==> config.mk <==
export PLATFORM = sky130hd
export DESIGN_NAME = fp_mult_mant_seq
export DESIGN_NICKNAME = d
export VERILOG_FILES = /design/src/rtl/fp_mult_pkg.sv /design/src/rtl/adder_10bit.sv /design/src/rtl/adder_25bit.sv /design/src/rtl/fp_unpack.sv /design/src/rtl/fp_mult_mant_seq.sv
export SDC_FILE = /design/constraint.sdc
export NUM_CORES = 1
export LEC_CHECK = 0
export ABC_CLOCK_PERIOD_IN_PS = 5450
export BUFFER_PORTS_ARGS = -buffer_cell sky130_fd_sc_hd__buf_2
export CORE_UTILIZATION = 40
export DETAILED_ROUTE_END_ITERATION = 8
export GPL_ROUTABILITY_DRIVEN = 0
export GPL_TIMING_DRIVEN = 0
export HOLD_SLACK_MARGIN = 0.15
export RECOVER_POWER = 50
export SLEW_MARGIN = 10
export SYNTH_ARGS = -nofsm -noshare
export SYNTH_HDL_FRONTEND = slang
export SYNTH_SLANG_ARGS = --single-unit
==> constraint.sdc <==
create_clock -name clk -period 5.45 [get_ports clk]
set_input_delay 1.09 -clock clk [delete_from_list [all_inputs] [get_ports clk]]
set_output_delay 1.09 -clock clk [all_outputs]
set_load 0.01 [all_outputs]
==> src/rtl/fp_mult_pkg.sv <==
// Shared types and constants for the single-precision multiplier datapath.
// Used by the unpack helper and the sequential mantissa front stage.
package fp_mult_pkg;

  localparam int MANT_W = 24;
  localparam int EXP_W  = 8;
  localparam int XEXP_W = 10;
  localparam int BIAS   = 127;
  localparam int ACC_W  = 2 * MANT_W + 1;

  localparam logic [XEXP_W-1:0] NEG_BIAS_10 = 10'h381;
  localparam logic [EXP_W-1:0]  EXP_MAX     = 8'hFF;
  localparam logic [4:0]        MUL_LAST    = 5'd23;

  typedef enum logic [1:0] {
    IDLE,
    MUL,
    DONE
  } state_t;

  typedef struct packed {
    logic              sign;
    logic [EXP_W-1:0]  exp;
    logic [MANT_W-1:0] mant;
    logic              zero;
    logic              inf_nan;
  } unpacked_t;

endpackage

==> src/rtl/adder_10bit.sv <==
// 10-bit modular adder for the extended exponent path.
// Carry-out is intentionally not produced; results wrap mod 1024.
module adder_10bit (
  input  logic [9:0] a,
  input  logic [9:0] b,
  output logic [9:0] sum
);

  assign sum = a + b;

endmodule

==> src/rtl/adder_25bit.sv <==
// 25-bit modular adder used for the shift-add partial sum.
// The partial sum never exceeds 25 bits, so no carry-out is needed.
module adder_25bit (
  input  logic [24:0] a,
  input  logic [24:0] b,
  output logic [24:0] sum
);

  assign sum = a + b;

endmodule

==> src/rtl/fp_unpack.sv <==
// Splits an IEEE754 single into sign, effective exponent and mantissa.
// Denormals use exponent 1 and a clear hidden bit.
module fp_unpack
  import fp_mult_pkg::*;
(
  input  logic [31:0] x,
  output unpacked_t   u
);

  logic hid;

  always_comb begin
    hid       = |x[30:23];
    u.sign    = x[31];
    u.exp     = hid ? x[30:23] : 8'd1;
    u.mant    = {hid, x[22:0]};
    u.zero    = ~hid & ~|x[22:0];
    u.inf_nan = (x[30:23] == EXP_MAX);
  end

endmodule

==> src/rtl/fp_mult_mant_seq.sv <==
// Sequential front stage of the FP multiplier: sign, biased exponent
// and a one-bit-per-cycle shift-add 24x24 mantissa product.
module fp_mult_mant_seq
  import fp_mult_pkg::*;
(
  input  logic        clk,
  input  logic        rst_n,
  input  logic [31:0] a,
  input  logic [31:0] b,
  input  logic        in_valid,
  output logic        in_ready,
  output logic        out_valid,
  input  logic        out_ready,
  output logic        sign,
  output logic [9:0]  exp_x,
  output logic [47:0] prod,
  output logic        zero,
  output logic        inf_nan
);

  state_t state_q, state_d;

  unpacked_t ua, ub;

  logic [9:0]       exp_pair, exp_new;
  logic [ACC_W-1:0] acc_q;
  logic [23:0]      mcand_q;
  logic [24:0]      addend, hi_sum;
  logic [4:0]       count_q;

  logic       cap_sign, cap_inf;
  logic [9:0] cap_exp;

  logic accept, mul_last;
  logic zero_in, inf_in, sign_in;

  fp_unpack u_unpack_a (.x(a), .u(ua));
  fp_unpack u_unpack_b (.x(b), .u(ub));

  adder_10bit u_exp_sum (
    .a   ({2'b0, ua.exp}),
    .b   ({2'b0, ub.exp}),
    .sum (exp_pair)
  );

  adder_10bit u_exp_bias (
    .a   (exp_pair),
    .b   (NEG_BIAS_10),
    .sum (exp_new)
  );

  // Low half of the accumulator doubles as the multiplier shift register.
  assign addend = acc_q[0] ? {1'b0, mcand_q} : '0;

  adder_25bit u_psum (
    .a   (acc_q[48:24]),
    .b   (addend),
    .sum (hi_sum)
  );

  assign zero_in   = ua.zero | ub.zero;
  assign inf_in    = ua.inf_nan | ub.inf_nan;
  assign sign_in   = ua.sign ^ ub.sign;
  assign in_ready  = rst_n & (state_q == IDLE);
  assign out_valid = (state_q == DONE);
  assign accept    = in_valid & in_ready;

  always_comb begin
    state_d  = state_q;
    mul_last = 1'b0;
    unique case (state_q)
      IDLE: begin
        if (accept) state_d = zero_in ? DONE : MUL;
      end
      MUL: begin
        if (count_q == MUL_LAST) begin
          mul_last = 1'b1;
          state_d  = DONE;
        end
      end
      DONE: begin
        if (out_ready) state_d = IDLE;
      end
      default: state_d = IDLE;
    endcase
  end

  always_ff @(posedge clk or negedge rst_n) begin
    if (!rst_n) begin
      state_q <= IDLE;
    end else begin
      state_q <= state_d;
    end
  end

  always_ff @(posedge clk or negedge rst_n) begin
    if (!rst_n) begin
      acc_q    <= '0;
      mcand_q  <= '0;
      count_q  <= '0;
      cap_sign <= 1'b0;
      cap_exp  <= '0;
      cap_inf  <= 1'b0;
    end else if (accept) begin
      acc_q    <= {25'd0, ub.mant};
      mcand_q  <= ua.mant;
      count_q  <= '0;
      cap_sign <= sign_in;
      cap_exp  <= exp_new;
      cap_inf  <= inf_in;
    end else if (state_q == MUL) begin
      acc_q   <= {1'b0, hi_sum, acc_q[23:1]};
      count_q <= count_q + 5'd1;
    end
  end

  // Result registers change only when a result is completed.
  always_ff @(posedge clk or negedge rst_n) begin
    if (!rst_n) begin
      sign    <= 1'b0;
      exp_x   <= '0;
      prod    <= '0;
      zero    <= 1'b0;
      inf_nan <= 1'b0;
    end else if (accept && zero_in) begin
      sign    <= sign_in;
      exp_x   <= exp_new;
      prod    <= '0;
      zero    <= 1'b1;
      inf_nan <= inf_in;
    end else if (mul_last) begin
      sign    <= cap_sign;
      exp_x   <= cap_exp;
      prod    <= {hi_sum, acc_q[23:1]};
      zero    <= 1'b0;
      inf_nan <= cap_inf;
    end
  end

endmodule

== After elaboration in Yosys (flattened, before gate mapping) ==
Cells that the tools add are included.
Widths: inputs -> output; s select.

* Register bits: 153
* Output and inout bits: 63
* Logic and storage cells: 68

* Add/sub/neg operators: 4
* Equal/unequal tests: 8
* Muxes and demuxes: 24
* Bitwise logic cells: 9
* Reduce and logical (&&, ||, !) cells: 11

{| class="wikitable"
|+ Operator list
! cell !! number
|-
| $mux 49 || 2
|-
| $mux 48 || 2
|-
| $reduce_or 23->1 || 2
|-
| $add 25x24->25 || 1
|-
| $mux 24 || 1
|-
| $mux 10 || 2
|-
| $eq 8x8->1 const B || 2
|-
| $mux 8 || 2
|-
| $reduce_or 8->1 || 2
|-
| $add 9x10->10 const B || 1
|-
| $mux 5 || 2
|-
| $add 8x8->9 || 1
|-
| $mux 1 || 8
|-
| $mux 2 || 4
|-
| $pmux 2 s3 || 1
|-
| $add 5x1->5 const B || 1
|-
| $eq 5x5->1 const B || 1
|-
| $and 1x1->1 || 4
|-
| $ne 2x2->1 const B || 2
|-
| $reduce_bool 2->1 || 2
|-
| $reduce_and 3->1 || 1
|-
| $eq 2x1->1 const B || 1
|-
| $eq 2x2->1 const B || 1
|-
| $logic_not 1->1 || 2
|-
| 6 further kinds || 8
|}

== Logic depth before layout (Yosys ltp) ==
Gate-level depths: netlist (run 1).

* Word-level depth: 7
* Depth in mapped cells: 14

== Cells and area by module ==
From an unflattened synthesis (run 1), not the netlist that was laid out.

* Cell total of the unflattened synthesis: 1118
* Area, all modules: 9445.3 µm²

{| class="wikitable"
|+ By module, submodules not included
! module !! times used !! cells each !! area each (µm²) !! sequential area each (µm²)
|-
| fp_mult_mant_seq || 1 || 736 || 6718.9 || 3803.6
|-
| adder_25bit || 1 || 184 || 1330.0 || 0.0
|-
| adder_10bit || 2 || 51 || 385.4 || 0.0
|-
| fp_unpack || 2 || 48 || 312.8 || 0.0
|}

== Worst setup path before layout (run 1) ==
Ideal clock, no wire load.

* Path type: input to register
* Start point: input b[24]
* End point: register cap_exp[7]
* Library setup time: 0.135 ns
* Data arrival time: 3.296 ns
* Path slack: 2.018 ns
* Stages on the path: 14
* Cell sequence: or4_1 > nor2_1 > nor2_1 > ha_1 > inv_1 > ha_1 > inv_1 > fa_1 > nor2b_1 > o31a_1 > o21ai_0 > nand2b_1 > xnor2_1 > o21ai_0

* Cells in the longest elaborated chain, start to end: 4

{| class="wikitable"
|+ Ends and longest elaborated chain
! what !! line !! source
|-
| start: declaration || fp_mult_mant_seq.sv:9 || <nowiki>input logic [31:0] b,</nowiki>
|-
| $reduce_or 8->1 || fp_unpack.sv:13 || <nowiki>hid = |x[30:23];</nowiki>
|-
| $mux 8 (*) || fp_unpack.sv:15 || <nowiki>u.exp = hid ? x[30:23] : 8'd1;</nowiki>
|-
| $add 8x8->9 (*) || adder_10bit.sv:9 || <nowiki>assign sum = a + b;</nowiki>
|-
| $add 9x10->10 (*) || adder_10bit.sv:9 ||
|-
| end signal: assignment || fp_mult_mant_seq.sv:109 || <nowiki>cap_exp <= exp_new;</nowiki>
|-
| end: declaration || fp_mult_mant_seq.sv:32 || <nowiki>logic [9:0] cap_exp;</nowiki>
|}

Mark *: on every way between the ends. The rest lies on a longest branch, timed or not.
A chain may end at the register's enable or synchronous reset.

== Worst setup path after layout (run 1) ==
* Start point: input rst_n
* End point: output in_ready

* Cells in the longest elaborated chain, start to end: 1

{| class="wikitable"
|+ Ends and longest elaborated chain
! what !! line !! source
|-
| start: declaration || fp_mult_mant_seq.sv:7 || <nowiki>input logic rst_n,</nowiki>
|-
| $and 1x1->1 || fp_mult_mant_seq.sv:64 || <nowiki>assign in_ready = rst_n & (state_q == IDLE);</nowiki>
|-
| end: declaration || fp_mult_mant_seq.sv:11 || <nowiki>output logic in_ready,</nowiki>
|}

Every way passes these cells.

==> results of run 1 <==
[logic make-up after synthesis]
kind of cell | Yosys count
simple gates | 408
fa+ha+maj | 42
buf+inv | 81
mux | 3
compound gates | 216
xor+xnor | 25
flops | 152
[metrics by stage]
stage | area [µm²] | cells | hold slack [ps] | worst slack (ps) | power, µW
6_report | 9810 | 1360 | 471 | 1780 | 5490
3_5_place_dp | 9230 | 1328 | 459 | 1370 | 4300
5_1_grt | 9810 | 1360 | 487 | 1590 | 5900
2_1_floorplan | 8200 | 927 | 438 | 2020 | 3500
3_3_place_gp | 9190 | 1327 | 452 | -411 | 4250
4_1_cts | 9850 | 1360 | 476 | 1750 | 5530
[flip-flops by register name (all words and copies together), names as in the netlist]
register,flops
cap_sign,1
count_q,5
acc_q,48
zero,1
inf_nan,1
cap_inf,1
mcand_q,24
prod,48
cap_exp,10
exp_x,10
state_q,2
sign,1
[cell type report]
type	instances	share of cell area
multi-input cells	694	0.416
well taps	270	0.0344
flip-flops and latches	152	0.388
plain buffers	67	0.0270
clock inverters	15	0.0203
clock buffers	17	0.0434
repair buffers	131	0.0662
inverters	14	0.00536
[synthesized netlist by cell type (3+ instances only)]
cell type / n
and3_1: 5
nand2_1: 231
or4_4: 3
o21ai_1: 29
o21ai_0: 48
nand2b_1: 7
inv_1: 14
or4_1: 7
nor3_1: 13
o21a_1: 8
a31oi_1: 7
a211oi_1: 4
a22oi_1: 31
a22o_1: 4
nand4_1: 18
o22ai_1: 9
buf_2: 5
mux2i_1: 3
o21bai_1: 3
a211o_1: 7
nor4_1: 8
a21oi_1: 24
nor2_1: 40
a21o_1: 14
a221o_1: 7
ha_1: 40
dfrtp_1: 152
and2_1: 29
o211ai_1: 5
nand3_1: 30
nor2b_1: 4
xnor2_1: 10
clkbuf_1: 61
xor2_1: 15
[routing by layer]
| layer | wire length, µm | GRT usage | vias to the layer above |
|---|---|---|---|
| met5 | 0 | 0 | - |
| met4 | 642 | 0.0842 | 0 |
| met3 | 1250 | 0.0500 | 40 |
| met2 | 11000 | 0.365 | 237 |
| met1 | 11100 | 0.317 | 3508 |
| li1 | - | - | 3551 |
[power by group through the flow]
stage	clock network, µW	registers [µW]	logic [µW]
after detailed placement	0	2000	2300
after global placement	0	1990	2260
after CTS	1240	1990	2310
after global routing	1290	2050	2560
after floorplan	0	2020	1490
final	1220	1990	2290
[worst max-delay path: stages]
cell and delay [ps]:
buf_8 480, buf_16 350, nor3b_1 350, buf_2 200
[worst min-delay path by stage]
stage                              to   startpoint
after global placement    mcand_q[16]  mcand_q[16]
after global routing       mcand_q[7]   mcand_q[7]
after CTS                 mcand_q[15]  mcand_q[15]
final                     mcand_q[10]  mcand_q[10]
after detailed placement  mcand_q[11]  mcand_q[11]
after floorplan            mcand_q[0]   mcand_q[0]
==> flow_summary.ini, run 1 <==
[status]
outcome = finished, final reports clean

[drt]
first_iter_violations = 648
drtAntennaViolNets = 0
wl_um = 24000
wl_per_cell_um = 17.7
vias = 7336
drc = 0
drtPass1Iterations = 5
vias_per_cell = 5.39

[synth]
synth_compound_area_frac = 0.172
synth_seq_area_share = 0.464
synth_edf_count = 0
synth_cell_type_count = 58
synth_area_leaders = dfrtp_1, nand2_1, ha_1
synth_seq_cells = 152
yosys.area_share.simple = 0.229
synth_top_family_by_area = simple AND/OR/NAND/NOR gates
synth_fa_ha_area_frac = 0.0659
synthXorXnorAreaFrac = 0.0267
syn_area_um2 = 8200
synthCells = 927
synth_mux_area_frac = 0.00366
async_flop_share = 1.00
syn_nets = 1037
synth.largest_area_cell = dfrtp_1
synth_flop_cell = dfrtp_1
synth_top_cell_area_share = 0.464
synth_warnings = 0
postSynthAreaPerCell_um2 = 8.85

[timing]
slew_headroom = 0.452
post-route-min-period_ps = 3670
setup-tns-final_ps = 0
slew_violations = 0
rsz0062_at_grt = false
tightest_slew_ps = 815
hold_viol_final = 0
fin_skew_ps = 15.9
fmax_mhz = 273
setup_violations = 0
post-route-period-util = 0.673

[critical_path]
startpoint_type = input pin
crit_start = rst_n
endpoint = in_ready
regToRegStartpoint = acc_q[0]
rrSetupSlack_ps = 1870
endpoint_kind = primary output
rr_worst_depth = 11
worstPathArrival_ps = 2580
cp_max_fo = 84
critPathKind = in -> out
cp.required_ps = 4360
r2r_end = acc_q[47]

[hold_path]
min_path_type = reg -> reg
holdPathStages = 2

[clocking]
clk_pin_slew_worst_paths_ps = 70
cts_sinks = 152
cts_tree = yes
post_cts_hold_buffer_count = 0
cts_buffer_depth = 2
cts_setup_buffers = 0
htreeDepth = 4
clock_latency_ps = 430
root_buffer = clkbuf_16
post_cts_resized = 0
cts_buffers = 17

[layout]
layout.nets = 1187
regArea_um2 = 3800
n_fill_cell = 2008
layout_commonest_cell = nand2_1
final_cell_mix = nand2_1, dfrtp_1, buf_2
area_delta_synth_final_pct = 19.7
finish.utilization = 0.486
antennaDiodeCount = 0
multi_input_area_um2 = 4080
drive_gt1_frac = 0.136

[global_routing]
grt_start_max_net_pins = 85
grt_pass1_wl_um = 38000
antenna_found_initial = 0
grt_usage = 0.233
gr-total-overflow = 0
grt_pass1_vias = 7033

[placement]
port_buffers = 130
dpl.hpwl_um = 17900

[floorplanning]
dieArea_um2 = 21100
fp-row-count = 52
die_w_um = 145
io_pins = 131
start_util = 0.407
die_h_um = 145
coreArea_um2 = 20200

[pwr]
seq_power_share = 0.362
p_sw_uw = 2330
leakage_uw = 0.00470
clkPwrFrac = 0.222
swShare = 0.424
power_per_cell_area_nw_per_um2 = 560
vdd_drop_max_mv = 0.234
combinationalPowerShare = 0.416
p_int_uw = 3170

[flow_run]
maxCapViolations = 0
No activity file was read; power rests on OpenSTA's default activity.
==> run 2, diff against run 1 <==
ABC_CLOCK_PERIOD_IN_PS = 3300   (was 5450)
clock period = 3.3 ns   (was 5.45 ns; I/O delays follow)
==> flow_summary.ini, run 2 (same netlist as run 1, synthesis figures left out) <==
[floorplanning]
coreArea_um2 = 20200
fp-row-count = 52
start_util = 0.407
die_h_um = 145
die_w_um = 145
io_pins = 131
dieArea_um2 = 21100

[pwr]
seq_power_share = 0.361
clkPwrFrac = 0.222
combinationalPowerShare = 0.417
swShare = 0.425
power_per_cell_area_nw_per_um2 = 925
vdd_drop_max_mv = 0.392
p_sw_uw = 3860
p_int_uw = 5230
leakage_uw = 0.00471

[drt]
drtPass1Iterations = 7
drc = 0
drtAntennaViolNets = 0
vias = 7339
wl_um = 24100
wl_met1_um = 11000
met2_length_um = 11100
vias_per_cell = 5.40
highest_layer = met4
wl_met3_um = 1320
wl_per_cell_um = 17.7
first_iter_violations = 708

[layout]
final_cells = 1360
final_cell_mix = nand2_1, dfrtp_1, buf_2
area_delta_synth_final_pct = 19.9
drive_gt1_frac = 0.139
layout_commonest_cell = nand2_1
reg_top3 = acc_q (48), prod (48), mcand_q (24)
finish.utilization = 0.487
antennaDiodeCount = 0
layout.nets = 1187

[critical_path]
regToRegStartpoint = acc_q[0]
cp_max_fo = 10
worstPathArrival_ps = 3530
startpoint_type = flop
crit_start = acc_q[0]
cp.required_ps = 3640
crit_chain = clkbuf_2 > and2_1 > ha_1 > inv_1 > fa_1 > nor2b_1 > o2111ai_2 > a211oi_2 > o211ai_1 > and2_1 > o31ai_1
crit_path_top_delay_cell = dfrtp_2
endpoint_kind = flop
max_stage_delay_ps = 460
critPathKind = reg -> reg
critPathBufInv = 2
worst_path_most_repeated_cell = and2_1
crit_family = compound AO/OA/AOI/OAI gates

[clocking]
cts_buffer_depth = 2
clock_latency_ps = 440
cts_setup_buffers = 0
cts_buffers = 17
cts_sinks = 152
root_buffer = clkbuf_16
clk_pin_slew_worst_paths_ps = 70
cts_tree = yes
post_cts_hold_buffer_count = 0
htreeDepth = 4

[timing]
rsz0062_at_grt = false
fin_ws_ps = 107
hold_viol_final = 0
setup-tns-final_ps = 0
post-route-min-period_ps = 3190
fin_skew_ps = 13.7
slew_violations = 0
slew_headroom = 0.440
setup_violations = 0
timing.hold.ws_ps = 142
tightest_slew_ps = 832
fmax_mhz = 313
post-route-period-util = 0.968

[placement]
port_buffers = 130
dp.cells = 1328
post-place-ws_ps = -349
dpl.hpwl_um = 17900

[global_routing]
grt_pass1_vias = 7032
grt_pass1_wl_um = 38000
gr-total-overflow = 0
grt_usage = 0.233
antenna_found_initial = 0
grt_start_max_net_pins = 85

[status]
outcome = finished, final reports clean

[flow_run]
maxCapViolations = 0

[hold_path]
min_path_type = in -> async
[run 2: cell types whose count changed in the layout (fill, tap and decap cells not counted), sizes merged]
cell	before	now
buf	106	107
clkbuf	109	108
[run 2: layout make-up]
cell class	count	area, µm²
well taps	270	338
clock buffers	17	425
clock inverters	15	199
multi-input cells	694	4090
plain buffers	67	267
repair buffers	131	654
inverters	14	52.6
flip-flops and latches	152	3800
fillers	2006	10300
[run 2: what timing repair did]
| action | in CTS | in global routing |
|---|---|---|
| gates resized for setup | 3 | 4 |
| hold endpoints to repair | 0 | 0 |
| setup endpoints to repair | 7 | 24 |
[run 2: layer usage]
layer,vias up,GRT usage
met2,249,0.365
li1,3554,-
met4,0,0.0842
met1,3493,0.317
met3,43,0.0500
met5,-,0
[run 2: power groups by stage]
| stage | combinational [µW] | clock [µW] | sequential [µW] |
|---|---|---|---|
| 2_1_floorplan | 2460 | 0 | 3330 |
| 3_3_place_gp | 3730 | 0 | 3290 |
| 3_5_place_dp | 3800 | 0 | 3300 |
| 4_1_cts | 3820 | 2040 | 3280 |
| 5_1_grt | 4240 | 2130 | 3390 |
| 6_report | 3790 | 2020 | 3280 |
[run 2: stage by stage]
stage / power (µW) / instance area [µm²]
floorplan: 5790 / 8200
global placement: 7020 / 9190
detailed placement: 7100 / 9230
CTS: 9150 / 9860
global route: 9750 / 9830
finish: 9100 / 9830
[run 2: final timing paths]
kind	cells after the start	to	slack, ps
max	11	acc_q[47]	110
min	1	prod[31]	140
max reg2reg	11	acc_q[47]	110
min reg2reg	2	mcand_q[10]	470
max in group asynchronous	2	acc_q[0]	2420
min in group clk	2	state_q[1]	420
[run 2: worst register-to-register path, cell delays in order, from the launching register on]
cell       delay (ps)
dfrtp_2           460
clkbuf_2          250
and2_1            160
ha_1              180
inv_1              60
fa_1              410
nor2b_1           190
o2111ai_2         220
a211oi_2          370
o211ai_1          290
and2_1            260
o31ai_1           240
==> run 3, diff against run 2 <==
ABC_AREA = 1   (was not set)
==> flow_summary.ini, run 3 <==
[drt]
drc = 0
first_iter_violations = 509
drtAntennaViolNets = 0
wl_um = 25700
wl_per_cell_um = 15.4
drtPass1Iterations = 5
vias_per_cell = 4.96
vias = 8308

[synth]
syn_area_um2 = 8880
yosysMostFrequentCell = nand2_1
synth_seq_area_share = 0.428
synth_seq_cells = 152
synth_area_leaders = dfrtp_1, nand2_1, inv_1
synth.largest_area_cell = dfrtp_1
synth_edf_count = 0
synth_warnings = 0
synthTopCellsByCount = nand2_1, inv_1, dfrtp_1
syn_nets = 1339
synth_top_cell_area_share = 0.428
postSynthAreaPerCell_um2 = 7.23
synth_flop_cell = dfrtp_1
synth_cell_type_count = 34
synthCells = 1229
async_flop_share = 1.00

[timing]
rsz0062_at_grt = false
tightest_slew_ps = 712
slew_violations = 0
setup_violations = 0
post-route-period-util = 0.885
hold_viol_final = 0
setup-tns-final_ps = 0
slew_headroom = 0.525
fmax_mhz = 342
post-route-min-period_ps = 2920
fin_skew_ps = 13.0

[pwr]
leakage_uw = 0.00573
vdd_drop_max_mv = 0.331
swShare = 0.395
p_int_uw = 4530
seq_power_share = 0.369
p_sw_uw = 2960
combinationalPowerShare = 0.363
clkPwrFrac = 0.268
power_per_cell_area_nw_per_um2 = 715

[critical_path]
startpoint_type = flop
cp.required_ps = 3620
worstPathArrival_ps = 3240
endpoint_kind = flop
cp_max_fo = 10
critPathKind = reg -> reg

[clocking]
cts_sinks = 152
htreeDepth = 4
cts_buffer_depth = 2
cts_tree = yes
clk_pin_slew_worst_paths_ps = 60
cts_buffers = 17
cts_setup_buffers = 0
clock_latency_ps = 440
root_buffer = clkbuf_16

[status]
outcome = finished, final reports clean

[floorplanning]
coreArea_um2 = 21800
start_util = 0.407
io_pins = 131
fp-row-count = 54
die_w_um = 151
die_h_um = 151
dieArea_um2 = 22800

[global_routing]
grt_pass1_vias = 7936
gr-total-overflow = 0
antenna_found_initial = 2
grt_usage = 0.239
grt_pass1_wl_um = 41400
grt_start_max_net_pins = 96

[flow_run]
maxCapViolations = 0

[layout]
final_cell_mix = nand2_1, inv_1, dfrtp_1
area_delta_synth_final_pct = 18.0
reg_top3 = acc_q (48), prod (48), mcand_q (24)
layout.nets = 1489
layout_commonest_cell = nand2_1
finish.utilization = 0.480
drive_gt1_frac = 0.126

[hold_path]
min_path_type = in -> async

[placement]
port_buffers = 130
dpl.hpwl_um = 19900
run 3: cell types whose count changed in the layout (fill, tap and decap cells not counted), moves of 24 or more:
cell,delta
nand2_1,+181
inv_1,+179
nand3_1,+112
clkbuf_1,-30
a22oi_1,-28
and2_1,-28
nor2_1,+24
run 3: what timing repair did:
| action | 4_1_cts | 5_1_grt |
|---|---|---|
| setup endpoints to repair | 0 | 5 |
| hold buffers | 0 | 0 |
| gates resized for setup | 0 | 2 |
run 3: stage by stage:
step                hold slack [ps]  cell area (µm²)  total power (µW)  setup WS (ps)  cells
finish                          134            10500              7490            380   1674
global route                    175            10500              8030            121   1674
CTS                             167            10500              7530            192   1672
detailed placement              465             9920              5500            200   1640
global placement                463             9880              5450          -1780   1639
floorplan                       364             8880              4640            916   1229
run 3: cell families after synthesis:
logic type / Yosys count / synth area share
flops: 152 / 0.428
xor+xnor: 10 / 0.00986
simple gates: 664 / 0.315
fa+ha+maj: 42 / 0.0609
compound gates: 108 / 0.0744
buf+inv: 253 / 0.111
run 3: path summary, 6_finish.rpt:
path                             from     endpoint  slack (ps)  cells past startpoint
setup reg to reg             acc_q[0]     prod[39]         380                     17
hold reg to reg            mcand_q[2]   mcand_q[2]         480                      2
max in group asynchronous       rst_n   mcand_q[4]        2330                      2
hold / removal                  rst_n    acc_q[44]         130                      1
setup / recovery             acc_q[0]     prod[39]         380                     17
min in group clk                a[22]  mcand_q[22]         440                      3
run 3: critical path, cell delays in order, from the launching register on:
cell	delay (ps)
dfrtp_1	320
clkbuf_1	280
clkbuf_2	330
nand2_1	110
inv_1	80
ha_1	210
inv_1	70
fa_1	390
inv_1	120
nand3_1	80
nand3_1	170
nand2_1	70
nand3_1	170
nand2_1	130
nand2_1	80
nand2_1	60
nand3_1	80
nand2_1	60
run 3: power by group through the flow:
stage	logic, µW	registers (µW)	clock network [µW]
6_report	2720	2760	2010
5_1_grt	3080	2830	2120
4_1_cts	2730	2760	2040
3_5_place_dp	2720	2780	0
3_3_place_gp	2670	2770	0
2_1_floorplan	1880	2760	0
run 3: layout make-up:
cell class | count | area [µm²]
fillers | 2264 | 11300
multi-input cells | 824 | 4090
flip-flops and latches | 152 | 3800
inverters | 199 | 747
repair buffers | 131 | 649
clock buffers | 17 | 425
well taps | 280 | 350
plain buffers | 54 | 243
clock inverters | 15 | 168
diodes | 2 | 5.00
run 3: routing by layer:
layer	GRT usage	routed length, µm
met1	0.327	12100
met2	0.376	11900
met3	0.0494	1400
met4	0.0775	416
met5	0	0
